File: src/rtl/count_monitor.sv
// Observer for a small up/down counter: classifies each sample-to-sample change,
// extends the count with a wrap accumulator and flags a debounced hold at cmp_val.
`timescale 1ns/1ps
module count_monitor #(
  parameter int CNT_W = 3,
  parameter int EXT_W = 5,
  parameter int HOLD  = 4
) (
  input  logic                   clk,
  input  logic                   rst_,
  input  logic [CNT_W-1:0]       cnt_in,
  input  logic [CNT_W-1:0]       cmp_val,
  output logic [EXT_W+CNT_W-1:0] ext_cnt,
  output logic                   wrap_up,
  output logic                   wrap_dn,
  output logic                   resync,
  output logic                   dir,
  output logic                   match
);

  localparam logic [CNT_W-1:0] CNT_ONE = CNT_W'(1);
  localparam logic [CNT_W-1:0] CNT_MAX = '1;
  localparam logic [EXT_W-1:0] EXT_ONE = EXT_W'(1);
  localparam logic [3:0]       HOLD_C  = 4'(HOLD);

  typedef enum logic {T_INIT, T_TRACK} trk_t;
  typedef enum logic [1:0] {M_IDLE, M_ARM, M_HIT} mst_t;

  trk_t             trk_q, trk_d;
  logic [CNT_W-1:0] cnt_q, cnt_d;
  logic [EXT_W-1:0] ext_hi_q, ext_hi_d;
  logic             dir_q, dir_d;
  logic             wrap_up_q, wrap_up_d;
  logic             wrap_dn_q, wrap_dn_d;
  logic             resync_q, resync_d;
  logic [CNT_W-1:0] cnt_inc, cnt_dec;

  mst_t             mst_q, mst_d;
  logic [3:0]       hc_q, hc_d;
  logic [3:0]       hc_inc;
  logic             eq;

  // Tracker state register
  always_ff @(posedge clk or posedge rst_) begin
    if (rst_) begin
      trk_q     <= T_INIT;
      cnt_q     <= '0;
      ext_hi_q  <= '0;
      dir_q     <= 1'b1;
      wrap_up_q <= 1'b0;
      wrap_dn_q <= 1'b0;
      resync_q  <= 1'b0;
    end else begin
      trk_q     <= trk_d;
      cnt_q     <= cnt_d;
      ext_hi_q  <= ext_hi_d;
      dir_q     <= dir_d;
      wrap_up_q <= wrap_up_d;
      wrap_dn_q <= wrap_dn_d;
      resync_q  <= resync_d;
    end
  end

  assign cnt_inc = cnt_q + CNT_ONE;
  assign cnt_dec = cnt_q - CNT_ONE;

  always_comb begin
    trk_d     = trk_q;
    cnt_d     = cnt_in;
    ext_hi_d  = ext_hi_q;
    dir_d     = dir_q;
    wrap_up_d = 1'b0;
    wrap_dn_d = 1'b0;
    resync_d  = 1'b0;
    case (trk_q)
      T_INIT: trk_d = T_TRACK;
      T_TRACK: begin
        if (cnt_in == cnt_q) begin
          dir_d = dir_q;
        end else if (cnt_in == cnt_inc) begin
          dir_d = 1'b1;
          if (cnt_q == CNT_MAX) begin
            ext_hi_d  = ext_hi_q + EXT_ONE;
            wrap_up_d = 1'b1;
          end
        end else if (cnt_in == cnt_dec) begin
          dir_d = 1'b0;
          if (cnt_q == '0) begin
            ext_hi_d  = ext_hi_q - EXT_ONE;
            wrap_dn_d = 1'b1;
          end
        end else begin
          // A load breaks the position history, so the accumulator restarts.
          ext_hi_d = '0;
          resync_d = 1'b1;
        end
      end
      default: trk_d = T_INIT;
    endcase
  end

  // Match state register
  always_ff @(posedge clk or posedge rst_) begin
    if (rst_) begin
      mst_q <= M_IDLE;
      hc_q  <= '0;
    end else begin
      mst_q <= mst_d;
      hc_q  <= hc_d;
    end
  end

  assign eq     = (cnt_in == cmp_val);
  assign hc_inc = hc_q + 4'd1;

  always_comb begin
    mst_d = mst_q;
    hc_d  = hc_q;
    case (mst_q)
      M_IDLE: begin
        if (eq) begin
          hc_d  = 4'd1;
          mst_d = (HOLD_C == 4'd1) ? M_HIT : M_ARM;
        end
      end
      M_ARM: begin
        if (eq) begin
          hc_d = hc_inc;
          if (hc_inc == HOLD_C) mst_d = M_HIT;
        end else begin
          hc_d  = '0;
          mst_d = M_IDLE;
        end
      end
      M_HIT: begin
        if (!eq) begin
          hc_d  = '0;
          mst_d = M_IDLE;
        end
      end
      default: begin
        hc_d  = '0;
        mst_d = M_IDLE;
      end
    endcase
  end

  assign ext_cnt = {ext_hi_q, cnt_q};
  assign wrap_up = wrap_up_q;
  assign wrap_dn = wrap_dn_q;
  assign resync  = resync_q;
  assign dir     = dir_q;
  assign match   = (mst_q == M_HIT);

endmodule
File: config.mk
export PLATFORM = sky130hd
export DESIGN_NAME = count_monitor
export DESIGN_NICKNAME = d
export VERILOG_FILES = /design/src/rtl/count_monitor.sv
export SDC_FILE = /design/constraint.sdc
export NUM_CORES = 1
export LEC_CHECK = 0
export CAP_MARGIN = 10
export CORE_MARGIN = 4
export CORE_UTILIZATION = 55
export CTS_CLUSTER_DIAMETER = 80
export CTS_CLUSTER_SIZE = 8
export DETAILED_ROUTE_END_ITERATION = 10
export GPL_ROUTABILITY_DRIVEN = 0
export PLACE_DENSITY_LB_ADDON = 0.08
export SYNTH_ARGS = -nofsm -noshare
export SYNTH_HDL_FRONTEND = slang
export SYNTH_SLANG_ARGS = --single-unit
File: constraint.sdc
create_clock -name clk -period 4.2 [get_ports clk]
set_input_delay 0.84 -clock clk [delete_from_list [all_inputs] [get_ports clk]]
set_output_delay 0.84 -clock clk [all_outputs]
set_load 0.005 [all_outputs]
---- Word level (Yosys, flattened, before mapping) ----
Cells that the tools add are included.
storage, ports and cells
  bits in registers ....................... 19
  input port bits ......................... 8
  output and inout port bits .............. 13
  logic and storage cells ................. 63
operators by class
  $add $sub $neg .......................... 5
  equality and inequality tests ........... 13
  multiplexer cells ....................... 28
  bitwise operators ....................... 1
  reduce and logical (&&, ||, !) cells .... 7
operators by type and width
  operator               number
  $mux W5                4
  $mux W1                15
  $eq A3 B3 Y1           4
  $mux W4                3
  $pmux W4 S3            1
  $mux W2                4
  $pmux W2 S3            1
  $reduce_and A3 Y1      2
  $add A5 B1 Y5 const B  1
  $sub A5 B1 Y5 const B  1
  $add A4 B1 Y4 const B  1
  $eq A4 B3 Y1 const B   1
  $ne A2 B2 Y1 const B   2
  $reduce_and A4 Y1      1
  $add A3 B1 Y3 const B  1
  $eq A3 B3 Y1 const B   1
  $logic_not A3 Y1       1
  $ne A3 B2 Y1 const B   1
  $ne A3 B3 Y1 const B   1
  $sub A3 B1 Y3 const B  1
  $eq A2 B1 Y1 const B   1
  $eq A2 B2 Y1 const B   1
  $logic_not A2 Y1       1
  $ne A2 B1 Y1 const B   1
  3 further kinds        3

---- Logic depth before layout (Yosys ltp) ----
Gate-level depths: netlist of run 1.
  depth in word-level cells ............... 6
  depth in mapped cells ................... 7

---- Worst setup path after synthesis of run 1 ----
OpenSTA, ideal clock, no wires.
  path type ............................... in2reg
  from .................................... in cnt_in[2]
  to ...................................... reg ext_hi_q[2]
  setup time .............................. 0.092 ns
  arrival time ............................ 2.179 ns
  required time ........................... 4.108 ns
  setup slack ............................. 1.930 ns
  stages on the path ...................... 5
  buffers on the path ..................... 1
  cell sequence ........................... xor3_2 or3_1 buf_6 o32a_1 o31ai_2
on the way
  word-level cells in the longest chain between the ends .. 3
ends and longest elaborated chain
  item                                                                  RTL line    RTL
  from (decl)                                                           11          input logic [CNT_W-1:0] cnt_in,
  $eq A3 B3 Y1, on equally long branches                                80, 78, 86
  $ne A3 B2 Y1 (no source line), or another cell as far along           n/a
  $reduce_and A4 Y1 (no source line) / $mux W5 (equally long branches)  n/a
  to (signal assigned)                                                  56          ext_hi_q <= ext_hi_d;
  to (decl)                                                             31          logic [EXT_W-1:0] ext_hi_q, ext_hi_d;
Several ways; a longest one is shown, not always the timed one.
A chain may end at the register's enable or synchronous reset.

---- Final worst setup path of run 1 ----
  from .................................... in cnt_in[2]
  to ...................................... reg ext_hi_q[0]
The elaborated chain is that of the path after synthesis.

==> reports/results.tsv, run 1 <==
metric	value	unit
hold_viol	0	
cp-start-kind	input pin	
clock-root-buffer	clkbuf_4	
portBuffers	20	
r2r_slack	1.89	ns
post_drt_wl_per_cell	14.9	µm
syn-cell-area	0.00120	mm²
slew_headroom	51.9	%
grt_start_max_net_pins	20	
ir_worst_vdd	215	µV
synthFlopType	dfrtp_1	
die-area	0.00299	mm²
status	completed	
cts_resized	0	
p_leak	0.606	nW
report.final.slew_viol_count	0	
syn-num-nets	130	
drive_gt1_share	8.09	%
crit_arrival	2.97	ns
min_period	2.74	ns
setup_viol	0	
synthTopCellsByArea	dfrtp_1, ha_1, xnor2_1, inv_1, o2bb2ai_1	
grt_pass1_vias	928	
synth_enable_flop_cells	0	
diodes	0	
power_density	375	mW/mm²
insertion_delay	0.29	ns
synth.most_common_cell	dfrtp_1	
grtUsageMet1	25.5	%
seq_area_frac_synth	39.8	%
finClkSkew	0.00254	ns
maxClockFrequency	0.365	GHz
worstPathCellList	clkdlybuf4s50_1 > xor3_2 > or3_1 > a2111oi_1 > o21bai_1	
yosysTopAreaCellShare	37.6	%
slowest_delay	0.59	ns
yosys_register_bits	19	
ios	21	
grtUsageMet3	3.54	%
grt_setup_unrepaired	false	
vias	952	
antenna_found_initial	0	
post-route-period-util	65.2	%
drt_pass1_iterations	4	
post-cts-setup-buffer-count	0	
dpl.cell_count	159	
cts_sinks	19	
area_growth_syn_to_layout	20.5	%
dr.first_iter.drc_count	32	
totalWireLength	2.43	mm
crit_buf_inv	1	
setup_ws	1.46	ns
synth_cells	114	
cpLargestDelayFamily	buffers and inverters	
yosysWarnings	0	
cts_hold_buf	0	
top_usage_layer	met2	
post-route-util	71.3	%
reg2reg_from	cnt_q[0]	
overflow	0	
path_class	input pin to flop	
critPathSlowestCell	clkdlybuf4s50_1	
synth_area_leader_cell	dfrtp_1	
synth_commonest_cells	dfrtp_1, inv_1, xnor2_1, ha_1, nand3_1	
cts.htree.levels	1	
fin_nets	153	
place_ws	1.17	ns
worst_slew_pin_slew	0.721	ns
use_met2	31.1	%
fp.dieW	54.7	µm
clkTransAtPathRegs	0.10	ns
core_area	0.00202	mm²
maxCapViolCount	0	
cts_buffers	3	
synthArstFlopShare	100	%
hp-class	flop to flop	
fin_cells	163	
avgSynthCellArea	10.5	µm²
fp-row-count	16	
startpoint	cnt_in[2]	
critPathCaptureType	flop	
ant_nets	0	
grt_first_pass_wirelength	4.15	mm
drc	0	
start_util	59.2	%
cts_tree	yes	
clockBufferDepth	2	
crit_fanout	9	
critPathRequiredTime	4.43	ns
dpl.hpwl	1.85	mm
fp.dieH	54.7	µm
fin_setup_tns	0	ns
min-delay-start	dir	
grtUsageTotal	19.4	%
viasPerCell	5.84	
ys_types	42	
cell type report:
| class | instances | area (µm²) |
|---|---|---|
| inverter | 12 | 45.0 |
| sequential | 19 | 477 |
| clock buffer | 4 | 26.3 |
| fill | 155 | 579 |
| tap | 27 | 33.8 |
| timing repair buffer | 20 | 200 |
| multi-input combinational | 81 | 661 |
cells in the final DEF, fill, tap and decap left out, drive strengths merged, types with 2 or more instances in the layout:
master         Yosys  layout
a2111oi            2       2
a311oi             3       3
a31oi              3       3
clkbuf             1       4
clkdlybuf4s50      0      20
dfrtp             18      18
ha                 8       8
inv               12      12
nand2              2       2
nand2b             2       2
nand3              6       6
nor2               4       4
nor3               3       3
nor4               2       2
o2bb2ai            4       4
o31ai              2       2
o32ai              3       3
or3                4       4
xnor2             10      10
xor2               4       4
final timing paths:
path | end | cells after the start
setup / recovery | ext_hi_q[0] | 5
hold / removal | dir | 1
setup reg to reg | ext_hi_q[1] | 6
hold reg to reg | dir | 1
max in group asynchronous | ext_hi_q[1] | 2
min in group asynchronous | hc_q[0] | 2
logic make-up after synthesis:
kind of cell / Yosys count / share of synthesized area [%]
xor gates and xnor gates: 15 / 12.3
DFF: 19 / 39.8
other: 1 / 0.313
and+or+nand+nor: 30 / 14.4
muxes: 2 / 1.78
adders and majority gates: 8 / 8.36
AOI/OAI and AO/OA: 25 / 18.0
buffers and inverters: 14 / 5.02
through the flow:
stage                     power (mW)  area, µm²  hold slack (ns)
after floorplan                0.369       1200            0.498
after global placement         0.441       1420            0.524
after detailed placement       0.449       1420            0.527
after CTS                      0.544       1440            0.545
after global routing           0.581       1440            0.559
final                          0.541       1440            0.545
metal layers:
metal	share of wire [%]	vias to the layer above
li1	-	467
met1	47	440
met2	45	41
met3	6.8	4
met4	1.5	0
met5	0	-
state kept, by name, indices dropped and copies added, names as in the netlist:
register  cells
wrap_up       1
ext_hi_q      5
mst_q         2
resync        1
hc_q          4
wrap_dn       1
trk_q         1
dir           1
cnt_q         3
where the power goes:
part           internal (mW)  switching, mW
clock                 0.0370         0.0554
combinational          0.106         0.0902
sequential             0.214         0.0377
Power figures use the tool's default switching activity.
==> run 2: changes to the inputs <==
Settings changed: CORE_UTILIZATION 55 to 47.
Clock period 4.2 ns to 2.4 ns, I/O delays scaled along.
==> run 2 against run 1 <==
Sequential cell count did not move. Design area is 6.4% higher. Critical path depth did not move. Power rose by 79%. Sequential share of layout area decreased by 2.0 points. Worst hold slack improved by 0.0022 ns. Via count increased by 2.1%. Final cell count is 8.6% higher. Highest routed layer unchanged. Clock-buffer cell count decreased by 1. Register-to-register slack worse by 1.7 ns. Clock power is 74% higher.
==> reports/results.tsv, run 2 (synthesized netlist as in run 1, its figures left out) <==
metric	value	unit	change
crit_arrival	2.43	ns	-0.54 ns
r2r_slack	0.24	ns	-1.65 ns
clock-root-buffer	clkbuf_4		
critPathCaptureType	flop		
clkTransAtPathRegs	0.11	ns	about the same
p_leak	0.662	nW	+9.3%
diodes	0		unchanged
dr.first_iter.drc_count	33		+3.1%
post-route-period-util	91.9	%	
insertion_delay	0.29	ns	about the same
post-cts-setup-buffer-count	0		unchanged
start_util	48.8	%	-10 points
portBuffers	20		unchanged
largest_reg_flops	5		unchanged
ios	21		unchanged
drt_pass1_iterations	4		unchanged
dpl.hpwl	1.99	mm	+7.9%
power_density	630	mW/mm²	+68%
area_growth_syn_to_layout	28.2	%	
vias	972		+2.1%
multiInputGateArea	666	µm²	+0.76%
status	completed		
critPathSlowestCell	clkdlybuf4s50_1		
cts_sinks	19		unchanged
cp-start-kind	input pin		
hp-class	flop to flop		
post_drt_wl_per_cell	14.1	µm	-5.7%
maxClockFrequency	0.453	GHz	
grt_setup_unrepaired	false		
viasPerCell	5.49		-6.0%
worstPathCellList	clkdlybuf4s50_1 > xor3_2 > or3_1 > a2111oi_1 > o21bai_1		
cts.htree.levels	1		unchanged
post-route-util	62.5	%	-8.8 points
fillers	236		+52%
setup_viol	0		unchanged
drc	0		unchanged
overflow	0		unchanged
slew_headroom	51.5	%	-0.36 points
core_area	0.00245	mm²	+21%
clockBufferDepth	2		unchanged
final_common_cell	clkdlybuf4s50_1		
finClkSkew	0.00430	ns	+0.00176 ns
grt_pass1_vias	992		+6.9%
fp.dieH	58.5	µm	+7.0%
layout_common_cells	clkdlybuf4s50_1, dfrtp_1, inv_1		
regMostFlops	ext_hi_q		
maxCapViolCount	0		unchanged
fp.dieW	58.5	µm	+7.0%
critPathRequiredTime	2.62	ns	-1.81 ns
drive_gt1_share	16.3	%	+8.2 points
place_ws	-0.109	ns	-1.28 ns
fp-row-count	18		+2
min_period	2.21	ns	
cts_buffers	3		unchanged
biggestRegsByFlops	ext_hi_q (5), hc_q (4), cnt_q (3)		
seqCellArea	477	µm²	unchanged
totalWireLength	2.49	mm	+2.4%
hold_viol	0		unchanged
grt_first_pass_wirelength	4.37	mm	+5.3%
antenna_found_initial	0		unchanged
crit_fanout	7		-2
fin_nets	164		+7.2%
worst_slew_pin_slew	0.726	ns	+0.00536 ns
grt_start_max_net_pins	20		unchanged
ant_nets	0		unchanged
die-area	0.00342	mm²	+14%
path_class	input pin to flop		
report.final.slew_viol_count	0		unchanged
slowest_delay	0.48	ns	-0.11 ns
ir_worst_vdd	375	µV	+74%
grtUsageTotal	16.1	%	-3.3 points
cts_tree	yes		
setup_ws	0.195	ns	-1.27 ns
run 2: changes by cell type in the layout (fill, tap and decap cells not counted):
| cell | change |
|---|---|
| clkinv_2 | +1 |
| clkbuf_1 | -1 |
| nor3_2 | +1 |
| nor3_1 | -1 |
| buf_4 | +11 |
run 2: layout make-up:
type                    instances  area share, %
inverters                      12           2.93
clock inverters                 1          0.326
repair buffers                 31           18.4
clock buffers                   3           1.47
multi-input cells              81           43.4
flip-flops and latches         19           31.1
well taps                      30           2.44
run 2: repair_timing:
item	4_1_cts	5_1_grt
gates resized for setup	0	1
hold endpoints to repair	0	0
hold buffers	0	0
setup endpoints to repair	0	1
run 2: through the flow:
stage / instances / hold WS [ns] / area, µm² / setup TNS, ns / power [mW]
finish: 177 / 0.547 / 1540 / 0 / 0.967
global route: 177 / 0.557 / 1540 / 0 / 1.04
CTS: 177 / 0.551 / 1530 / 0 / 0.980
detailed placement: 173 / 0.534 / 1500 / -0.314 / 0.815
global placement: 173 / 0.527 / 1500 / -0.0569 / 0.797
floorplan: 114 / 0.430 / 1200 / 0 / 0.646
run 2: power breakdown:
group          leakage [nW]  total, mW  switching (mW)  internal [mW]
Clock                0.0177      0.161          0.0996         0.0618
Sequential            0.246      0.438          0.0635          0.375
Combinational         0.399      0.367           0.160          0.207
Total                 0.662      0.967           0.323          0.644
run 2: worst max-delay path, delay by kind of cell:
family	cells	cell delay, ns
AND/OR/NAND/NOR	1	0.45
XOR/XNOR	1	0.46
AO/OA/AOI/OAI	2	0.56
buffers and inverters	1	0.48
run 2: final timing paths:
| path | depth (start not counted) | end | from |
|---|---|---|---|
| max in group asynchronous | 2 | cnt_q[0] | rst_ |
| min in group asynchronous | 2 | wrap_dn | rst_ |
| min reg2reg | 1 | dir | dir |
| max | 5 | ext_hi_q[0] | cnt_in[2] |
| min | 1 | dir | dir |
| max reg2reg | 7 | ext_hi_q[3] | cnt_q[0] |
run 2: per-layer routing:
| metal | up-vias | wire [µm] | GRT usage (%) |
|---|---|---|---|
| met3 | 2 | 120 | 3.07 |
| met5 | - | 0 | 0 |
| met4 | 0 | 7 | 1.99 |
| met2 | 25 | 1200 | 27.1 |
| li1 | 484 | - | - |
| met1 | 461 | 1160 | 22.1 |
==> run 3: changes to the inputs <==
Settings changed: CTS_CLUSTER_SIZE 8 to 10.
==> results of run 3 <==
No change in the layout: final DEF, timing and power equal those of run 2.
